### config.mk
export PLATFORM = sky130hd
export DESIGN_NAME = mem_access_ctrl
export DESIGN_NICKNAME = d
export VERILOG_FILES = /design/src/rtl/cpu_types_pkg.sv /design/src/rtl/mem_link_reg.sv /design/src/rtl/mem_access_ctrl.sv
export SDC_FILE = /design/constraint.sdc
export NUM_CORES = 1
export LEC_CHECK = 0
export BUFFER_PORTS_ARGS = -buffer_cell sky130_fd_sc_hd__buf_2
export CAP_MARGIN = 20
export CORE_MARGIN = 4
export CORE_UTILIZATION = 52
export DETAILED_ROUTE_END_ITERATION = 12
export PLACE_DENSITY = 0.85
export SETUP_SLACK_MARGIN = 0.02
export SYNTH_ARGS = -nofsm -noshare
export SYNTH_HDL_FRONTEND = slang
export SYNTH_HIERARCHICAL = 1
export SYNTH_SLANG_ARGS = --single-unit
### constraint.sdc
create_clock -name CLK -period 3.54 [get_ports CLK]
set_clock_uncertainty 0.05 [all_clocks]
set_input_delay 0.531 -clock CLK [delete_from_list [all_inputs] [get_ports CLK]]
set_output_delay 0.531 -clock CLK [all_outputs]
set_load 0.02 [all_outputs]
### src/rtl/cpu_types_pkg.sv
// Types shared by the memory-stage controller and its link register.
// Holds the controller state encoding and the machine word type.
package cpu_types_pkg;

    localparam int WORD_W_DEF = 32;

    typedef logic [WORD_W_DEF-1:0] word_t;

    typedef enum logic [1:0] {
        IDLE   = 2'd0,
        ACCESS = 2'd1,
        DONE   = 2'd2
    } memctl_state_t;

endpackage

### src/rtl/mem_link_reg.sv
// LL/SC reservation: one valid bit plus the reserved address, cleared by
// a matching snoop invalidate or a successful SC. A same-cycle LL set wins.
module mem_link_reg
    import cpu_types_pkg::*;
#(
    parameter int WORD_W = 32
) (
    input  logic              CLK,
    input  logic              nRST,
    input  logic              set_i,
    input  logic [WORD_W-1:0] set_addr_i,
    input  logic              clr_i,
    input  logic              snoop_inv,
    input  logic [WORD_W-1:0] snoop_addr,
    input  logic [WORD_W-1:0] chk_addr_i,
    output logic              link_hit_o
);

    logic              link_valid_q, link_valid_d;
    logic [WORD_W-1:0] link_addr_q, link_addr_d;

    always_comb begin
        link_valid_d = link_valid_q;
        link_addr_d  = link_addr_q;
        if (snoop_inv && (snoop_addr == link_addr_q)) begin
            link_valid_d = 1'b0;
        end
        if (clr_i) begin
            link_valid_d = 1'b0;
        end
        if (set_i) begin
            link_valid_d = 1'b1;
            link_addr_d  = set_addr_i;
        end
    end

    always_ff @(posedge CLK or negedge nRST) begin
        if (!nRST) begin
            link_valid_q <= 1'b0;
            link_addr_q  <= '0;
        end else begin
            link_valid_q <= link_valid_d;
            link_addr_q  <= link_addr_d;
        end
    end

    assign link_hit_o = link_valid_q && (link_addr_q == chk_addr_i);

endmodule

### src/rtl/mem_access_ctrl.sv
// MEM-stage controller: one dcache request per load/store, stalls until dhit,
// registers write-back fields, sticky halt, saturating stall counter.
// Optional LL/SC support is compiled in with MEM_ACCESS_LLSC_EN.
//
// state  | meaning
// IDLE   | evaluate EX/MEM latch: pass-through, start an access, or halt
// ACCESS | request held on the cache until dhit
// DONE   | result presented, stall released for one cycle
module mem_access_ctrl
    import cpu_types_pkg::*;
#(
    parameter int WORD_W = 32,
    parameter int REG_W  = 5,
    parameter int CNT_W  = 16
) (
    input  logic              CLK,
    input  logic              nRST,
`ifdef MEM_ACCESS_LLSC_EN
    input  logic              ll_i,
    input  logic              sc_i,
    input  logic              snoop_inv,
    input  logic [WORD_W-1:0] snoop_addr,
`endif
    input  logic              DRen_i,
    input  logic              DWen_i,
    input  logic              RegW_i,
    input  logic [REG_W-1:0]  RegDest_i,
    input  logic [WORD_W-1:0] alu_out_i,
    input  logic [WORD_W-1:0] rdat2_i,
    input  logic              halt_i,
    input  logic              dhit,
    input  logic [WORD_W-1:0] dmemload,
    output logic              dmemREN,
    output logic              dmemWEN,
    output logic [WORD_W-1:0] dmemaddr,
    output logic [WORD_W-1:0] dmemstore,
    output logic              mem_stall,
    output logic              wb_valid,
    output logic              wb_regw,
    output logic [REG_W-1:0]  wb_rd,
    output logic [WORD_W-1:0] wb_data,
    output logic              halt_o,
    output logic [CNT_W-1:0]  stall_cnt
);

    localparam logic [WORD_W-1:0] SC_OK_WORD = WORD_W'(1);

    memctl_state_t     state_q, state_d;
    logic [WORD_W-1:0] addr_q, addr_d, store_q, store_d;
    logic [REG_W-1:0]  dest_q, dest_d;
    logic              regw_q, regw_d, rd_kind_q, rd_kind_d;
    logic              wb_valid_q, wb_valid_d, wb_regw_q, wb_regw_d;
    logic [REG_W-1:0]  wb_rd_q, wb_rd_d;
    logic [WORD_W-1:0] wb_data_q, wb_data_d;
    logic              halt_q, halt_d;
    logic [CNT_W-1:0]  stall_cnt_q, stall_cnt_d;
    logic              ll_req, sc_req, sc_lat, link_hit;
    logic              mem_op, sc_fail;

    assign mem_op  = (DRen_i | DWen_i | ll_req | sc_req) & ~halt_q;
    assign sc_fail = sc_req & ~link_hit;

`ifdef MEM_ACCESS_LLSC_EN
    logic ll_q, ll_d, sc_q, sc_d;

    always_comb begin
        ll_d = ll_q;
        sc_d = sc_q;
        if (state_q == IDLE && mem_op) begin
            ll_d = ll_i;
            sc_d = sc_i;
        end
    end

    always_ff @(posedge CLK or negedge nRST) begin
        if (!nRST) begin
            ll_q <= 1'b0;
            sc_q <= 1'b0;
        end else begin
            ll_q <= ll_d;
            sc_q <= sc_d;
        end
    end

    assign ll_req = ll_i;
    assign sc_req = sc_i;
    assign sc_lat = sc_q;

    mem_link_reg #(.WORD_W(WORD_W)) u_link (
        .CLK        (CLK),
        .nRST       (nRST),
        .set_i      (state_q == ACCESS && dhit && ll_q),
        .set_addr_i (addr_q),
        .clr_i      (state_q == ACCESS && dhit && sc_q),
        .snoop_inv  (snoop_inv),
        .snoop_addr (snoop_addr),
        .chk_addr_i (alu_out_i),
        .link_hit_o (link_hit)
    );
`else
    assign ll_req   = 1'b0;
    assign sc_req   = 1'b0;
    assign sc_lat   = 1'b0;
    assign link_hit = 1'b0;
`endif

    always_ff @(posedge CLK or negedge nRST) begin
        if (!nRST) begin
            state_q <= IDLE;
        end else begin
            state_q <= state_d;
        end
    end

    always_comb begin
        state_d = state_q;
        case (state_q)
            IDLE:    if (mem_op) state_d = sc_fail ? DONE : ACCESS;
            ACCESS:  if (dhit) state_d = DONE;
            DONE:    state_d = IDLE;
            default: state_d = IDLE;
        endcase
    end

    always_comb begin
        mem_stall = ((state_q == IDLE) && mem_op) || (state_q == ACCESS);
        dmemREN   = (state_q == ACCESS) && rd_kind_q;
        dmemWEN   = (state_q == ACCESS) && !rd_kind_q;
        dmemaddr  = addr_q;
        dmemstore = store_q;
    end

    always_comb begin
        addr_d      = addr_q;
        store_d     = store_q;
        dest_d      = dest_q;
        regw_d      = regw_q;
        rd_kind_d   = rd_kind_q;
        wb_valid_d  = wb_valid_q;
        wb_regw_d   = wb_regw_q;
        wb_rd_d     = wb_rd_q;
        wb_data_d   = wb_data_q;
        halt_d      = halt_q;
        stall_cnt_d = stall_cnt_q;
        if (mem_stall && (stall_cnt_q != '1)) begin
            stall_cnt_d = stall_cnt_q + CNT_W'(1);
        end
        case (state_q)
            IDLE: begin
                if (mem_op) begin
                    addr_d     = alu_out_i;
                    store_d    = rdat2_i;
                    dest_d     = RegDest_i;
                    regw_d     = RegW_i;
                    rd_kind_d  = DRen_i | ll_req;
                    wb_valid_d = 1'b0;
                    // A failed SC skips the cache entirely and reports 0.
                    if (sc_fail) begin
                        wb_valid_d = 1'b1;
                        wb_regw_d  = 1'b1;
                        wb_rd_d    = RegDest_i;
                        wb_data_d  = '0;
                    end
                end else if (halt_q) begin
                    wb_valid_d = 1'b0;
                end else begin
                    wb_valid_d = 1'b1;
                    wb_regw_d  = RegW_i;
                    wb_rd_d    = RegDest_i;
                    wb_data_d  = alu_out_i;
                    halt_d     = halt_i;
                end
            end
            ACCESS: begin
                if (dhit) begin
                    wb_valid_d = 1'b1;
                    wb_rd_d    = dest_q;
                    wb_regw_d  = rd_kind_q ? regw_q : sc_lat;
                    wb_data_d  = rd_kind_q ? dmemload : (sc_lat ? SC_OK_WORD : addr_q);
                end
            end
            default: wb_valid_d = 1'b0;
        endcase
    end

    always_ff @(posedge CLK or negedge nRST) begin
        if (!nRST) begin
            addr_q      <= '0;
            store_q     <= '0;
            dest_q      <= '0;
            regw_q      <= 1'b0;
            rd_kind_q   <= 1'b0;
            wb_valid_q  <= 1'b0;
            wb_regw_q   <= 1'b0;
            wb_rd_q     <= '0;
            wb_data_q   <= '0;
            halt_q      <= 1'b0;
            stall_cnt_q <= '0;
        end else begin
            addr_q      <= addr_d;
            store_q     <= store_d;
            dest_q      <= dest_d;
            regw_q      <= regw_d;
            rd_kind_q   <= rd_kind_d;
            wb_valid_q  <= wb_valid_d;
            wb_regw_q   <= wb_regw_d;
            wb_rd_q     <= wb_rd_d;
            wb_data_q   <= wb_data_d;
            halt_q      <= halt_d;
            stall_cnt_q <= stall_cnt_d;
        end
    end

    assign wb_valid  = wb_valid_q;
    assign wb_regw   = wb_regw_q;
    assign wb_rd     = wb_rd_q;
    assign wb_data   = wb_data_q;
    assign halt_o    = halt_q;
    assign stall_cnt = stall_cnt_q;

endmodule

; Word level (Yosys, flattened, before mapping)
; Index checks and enable logic that the tools add are counted.
[op_classes]
add_sub_neg = 1
n_eq_ne = 6
n_mux = 22
bitwise = 4
n_reduce_logical = 12
[ops]
columns = cell, n
row1 = 32-bit two-way mux, 4
row2 = 32-bit one-hot mux with 2 select lines, 1
row3 = 16-bit by 1-bit adder with 16-bit output (second input constant), 1
row4 = 16-bit != test (second input constant), 1
row5 = 5-bit two-way mux, 3
row6 = 5-bit one-hot mux with 2 select lines, 1
row7 = 1-bit two-way mux, 8
row8 = 2-bit != test (second input constant), 4
row9 = 2-bit AND reduction, 3
row10 = 1-bit logical AND, 4
row11 = 2-bit two-way mux, 2
row12 = 1-bit one-hot mux with 2 select lines, 2
row13 = 2-bit one-hot mux with 2 select lines, 1
row14 = 4-bit AND reduction, 1
row15 = 2-bit by 1-bit == test with 1-bit output (second input constant), 1
row16 = 2-bit zero test, 1
row17 = 1-bit NOT, 2
row18 = 2-bit nonzero test, 1
row19 = 1-bit bitwise AND, 1
row20 = 1-bit zero test, 1
row21 = 1-bit logical OR, 1
row22 = 1-bit bitwise OR, 1
[word_totals]
reg_bits = 129
inputBits = 108
output_inout_bits = 123

; Longest topological paths before layout
[depth]
depth_word = 5
mapped_depth = 7

; Worst setup path before layout
; OpenSTA, ideal clock, no wires.
[synth_timing]
kind = register to register
from = register stall_cnt_q[0], in the netlist stall_cnt[0]
to = register stall_cnt_q[10], in the netlist stall_cnt[10]
setup_ns = 0.125
arrival_ns = 1.743
required_time_ns = 3.365
path_slack_ns = 1.622
path_stages_with_launch = 6
synth_period_minus_slack_ns = 1.918
cell_sequence = dfrtp_1 > ha_1 > nand4_1 > a2111oi_2 > nand3_1 > mux2_2
[synth_via]
elab_chain_len = 2
[synth_lines]
columns = item, line
row1 = from (decl), mem_access_ctrl.sv:56  ; logic [CNT_W-1:0] stall_cnt_q, stall_cnt_d;
row2 = from (signal assigned), mem_access_ctrl.sv:210  ; stall_cnt_q <= stall_cnt_d;
row3 = branches (longest 2 deep; another with 16-bit by 1-bit adder with 16-bit output), n/a
; Several ways; the timed one is not identified.
; A chain may end at the register's enable or synchronous reset.

; Worst setup path in the final report
[layout_timing]
from = register state_q[1]
to = output dmemWEN
[layout_via]
elab_chain_len = 2
[layout_lines]
columns = item, line
row1 = from (decl), mem_access_ctrl.sv:48  ; memctl_state_t state_q, state_d;
row2 = from (signal assigned), mem_access_ctrl.sv:111  ; state_q <= state_d;
row3 = 2-bit by 1-bit == test with 1-bit output, mem_access_ctrl.sv:128  ; dmemWEN = (state_q == ACCESS) && !rd_kind_q;
row4 = 1-bit logical AND, mem_access_ctrl.sv:128
row5 = to (decl), mem_access_ctrl.sv:34  ; output logic dmemWEN,
; Every way passes these cells.

==> results.toml <==
[run_status]
outcome = "finished clean"

[power]
p_seq_frac = 0.369
totalPowerFinal_uw = 7200
p_leak_uw = 0.00376
pwr_density_cell_nw_per_um2 = 944
power.switching_uw = 2660
share_comb_of_total_power = 0.362
netSwitchingFraction = 0.369
cell_internal_pwr_uw = 4550
clock_power_share = 0.269
vdd_drop_max_v = 0.000547

[route]
routedWlPerCell_um = 17.0
detail_route.wirelength_um = 14700
highest-signal-layer = "met4"
detail_route_met2_wl_um = 7300
routedLengthMet1_um = 5890
drt_first_iter_violations = 263
via_count = 4561
first_pass_iters = 4
detail-route-antenna-nets = 0
drt-vias-per-instance = 5.29
wl_met3_um = 1310
drc_errors = 0

[cells_and_area]
area_growth_syn_to_layout_pct = 34.3
insertedDiodeCount = 0
final_cell_mix = "sky130_fd_sc_hd__buf_2 (229), sky130_fd_sc_hd__dfrtp_1 (128), sky130_fd_sc_hd__mux2_2 (72)"
final_layout_size_suffix_gt1_frac = 0.478
design.final.nets = 822
most_common_library_cell_in_the_layout_ignoring_fill_and_taps = "sky130_fd_sc_hd__buf_2"
finalInstanceArea_um2 = 7630
layout.core_utilization = 0.729
layoutNonFillerInstCount = 862

[yosys]
synthesis.yosys.warnings = 6
ys_ff_latch = 129
synth-main-ff-cell = "sky130_fd_sc_hd__dfrtp_1"
asyncSetResetFlopFracSynth = 1.00
synthesis.area_um2 = 5680
count_of_flip_flops_with_a_built_in_enable_after_synthesis = 0
synth_cell_type_count = 37
synth-seq-area-share = 0.568
synth_fp_nets = 592
post_synth_inst_count = 483
per_instance_average_area_after_synthesis_um2 = 11.8

[place]
place.gp.congestion = 0.913
placedCellCount = 829
post-dp-hpwl_um = 10600
placed_cell_area_um2 = 6960
port-buffer-count = 230

[sta]
timing_hold_violations_final = 0
maxSlewViolCount = 0
worst_pin_slew_ns = 0.768
min_clock_period_post_route_ns = 2.67
timing.max_slew.rel_slack = 0.488
min_period_over_period = 0.753
finalSetupTns_ns = 0
setup_viol = 0
clock.fmax_mhz = 375
rsz_0062_raised_after_global_routing = "no"

[hold_path]
hold_start = "halt_i"
hold_path.class = "in -> reg"

[floorplan]
die_area_um2 = 12700
floorplan.die.width_um = 113
die_h_um = 113
floorplan.initialDensity = 0.543
ios = 231
placeableCoreArea_um2 = 10500
floorplan.rows = 37

[worst_setup_path]
crit_type = "reg -> out"
cp_slowest_cell = "sky130_fd_sc_hd__nand2b_2"
critical_path.cell_chain = "nand2b_2 -> nor2_1 -> buf_2"
arrival_time_reported_for_the_critical_path_endpoint_ns = 2.09
worst_r2r_startpoint = "halt_o"
critPathLaunch = "state_q[1]"
start_kind = "flop"
timing.critical_path.required_ns = 2.96
crit_path_end_kind = "output port"
max_stage_delay_ns = 0.61
critical_path_peak_fanout = 38

[grt]
grt_pass1_wl_um = 24100
globalRouteTotalUtil = 0.239
gr-total-overflow = 0
grt_pass1_vias = 4745
grt_max_degree = 77
antenna_found_initial = 0

[clock_network]
htree_levels = 4
clkSlewWorstSetupHoldPaths_ns = 0.05
cts.sinks = 129
tritoncts = "done"
cts_inserted_buffers = 17
cts-root-buf = "sky130_fd_sc_hd__clkbuf_8"
clk_path_buf_depth = 2
clk_latency_ns = 0.51

[run]
cap_viol_max_count = 0
-- state kept, by name, indices dropped and copies added (netlist names) --
signal,cells
state_q,2
regw_q,1
rd_kind_q,1
wb_regw,1
dmemaddr,32
wb_valid,1
stall_cnt,16
wb_rd,5
wb_data,32
dmemstore,32
halt_o,1
dest_q,5
-- kinds of logic after synthesis --
kind of cell,count (synthesis),synth area share
buffers and inverters,36,0.0297
and+or+nand+nor,110,0.0895
muxes,109,0.208
adders and majority gates,1,0.00220
DFF,129,0.568
xor gates and xnor gates,13,0.0200
AOI/OAI and AO/OA,85,0.0822
-- Yosys cell counts (2+ instances only) --
cell                        count  share of area
sky130_fd_sc_hd__a2111oi_2      2         0.0053
sky130_fd_sc_hd__a21o_1         3         0.0040
sky130_fd_sc_hd__a21oi_1       34          0.030
sky130_fd_sc_hd__buf_1          3         0.0020
sky130_fd_sc_hd__buf_2         15          0.013
sky130_fd_sc_hd__buf_6          2         0.0040
sky130_fd_sc_hd__clkbuf_1       8         0.0053
sky130_fd_sc_hd__dfrtp_1      129           0.57
sky130_fd_sc_hd__inv_1          8         0.0053
sky130_fd_sc_hd__mux2_2        72           0.14
sky130_fd_sc_hd__mux2i_1       37          0.065
sky130_fd_sc_hd__nand2_1       45          0.030
sky130_fd_sc_hd__nand3_1        4         0.0035
sky130_fd_sc_hd__nand4_1        6         0.0066
sky130_fd_sc_hd__nor2_1        39          0.026
sky130_fd_sc_hd__nor3_1         2         0.0018
sky130_fd_sc_hd__nor4_1         2         0.0022
sky130_fd_sc_hd__nor4b_1        2         0.0031
sky130_fd_sc_hd__o21ai_0        3         0.0026
sky130_fd_sc_hd__o21ai_1       38          0.033
sky130_fd_sc_hd__o21bai_1       2         0.0026
sky130_fd_sc_hd__xnor2_1        8          0.012
sky130_fd_sc_hd__xor2_1         5         0.0077
-- worst paths after layout --
check                      cells past startpoint  slack (ns)           to
min in group asynchronous                      2        0.47  wb_data[18]
max in group asynchronous                      3        2.21  dmemaddr[6]
setup / recovery                               3        0.87      dmemWEN
hold / removal                                 2        0.17       halt_o
hold reg to reg                                2        0.43  wb_data[25]
setup reg to reg                               4        1.35  dmemaddr[0]
-- metrics by stage --
stage	hold slack, ns	setup slack, ns
5_1_grt	0.164	0.669
2_1_floorplan	0.185	1.62
4_1_cts	0.145	0.819
3_3_place_gp	0.413	1.24
6_report	0.171	0.873
3_5_place_dp	0.420	1.17
-- area by class of cell --
class / count / area, um^2
clock buffer: 22 / 453
clock inverter: 10 / 205
fill: 719 / 2830
inverter: 8 / 30.0
multi-input combinational: 318 / 2290
sequential: 129 / 3230
tap: 136 / 170
timing repair buffer: 239 / 1250
-- critical path, delay by kind of cell, from the launching register on --
family,cells,cell delay (ns)
flops,1,0.49
simple gates,2,0.88
buf+inv,1,0.20
-- per-layer routing --
layer  GRT usage  up-vias
met5           0        -
met4      0.0721        0
met3      0.0852       13
met2       0.397      199
met1       0.293     2196
li1            -     2153
-- power by group through the flow --
stage                     Sequential, uW  Combinational, uW  Clock, uW
after floorplan                     3340                929          0
after global placement              2630               2560          0
after detailed placement            2670               2630          0
after CTS                           2660               2640       1960
after global routing                2760               2800       2060
final                               2660               2610       1940
-- timing repair --
item / CTS / global route
resized for setup: 0 / 0
hold endpoints to repair: 33 / 0
hold buffers: 1 / 0
buffers inserted: 0 / 0
Power figures use the tool's default switching activity.
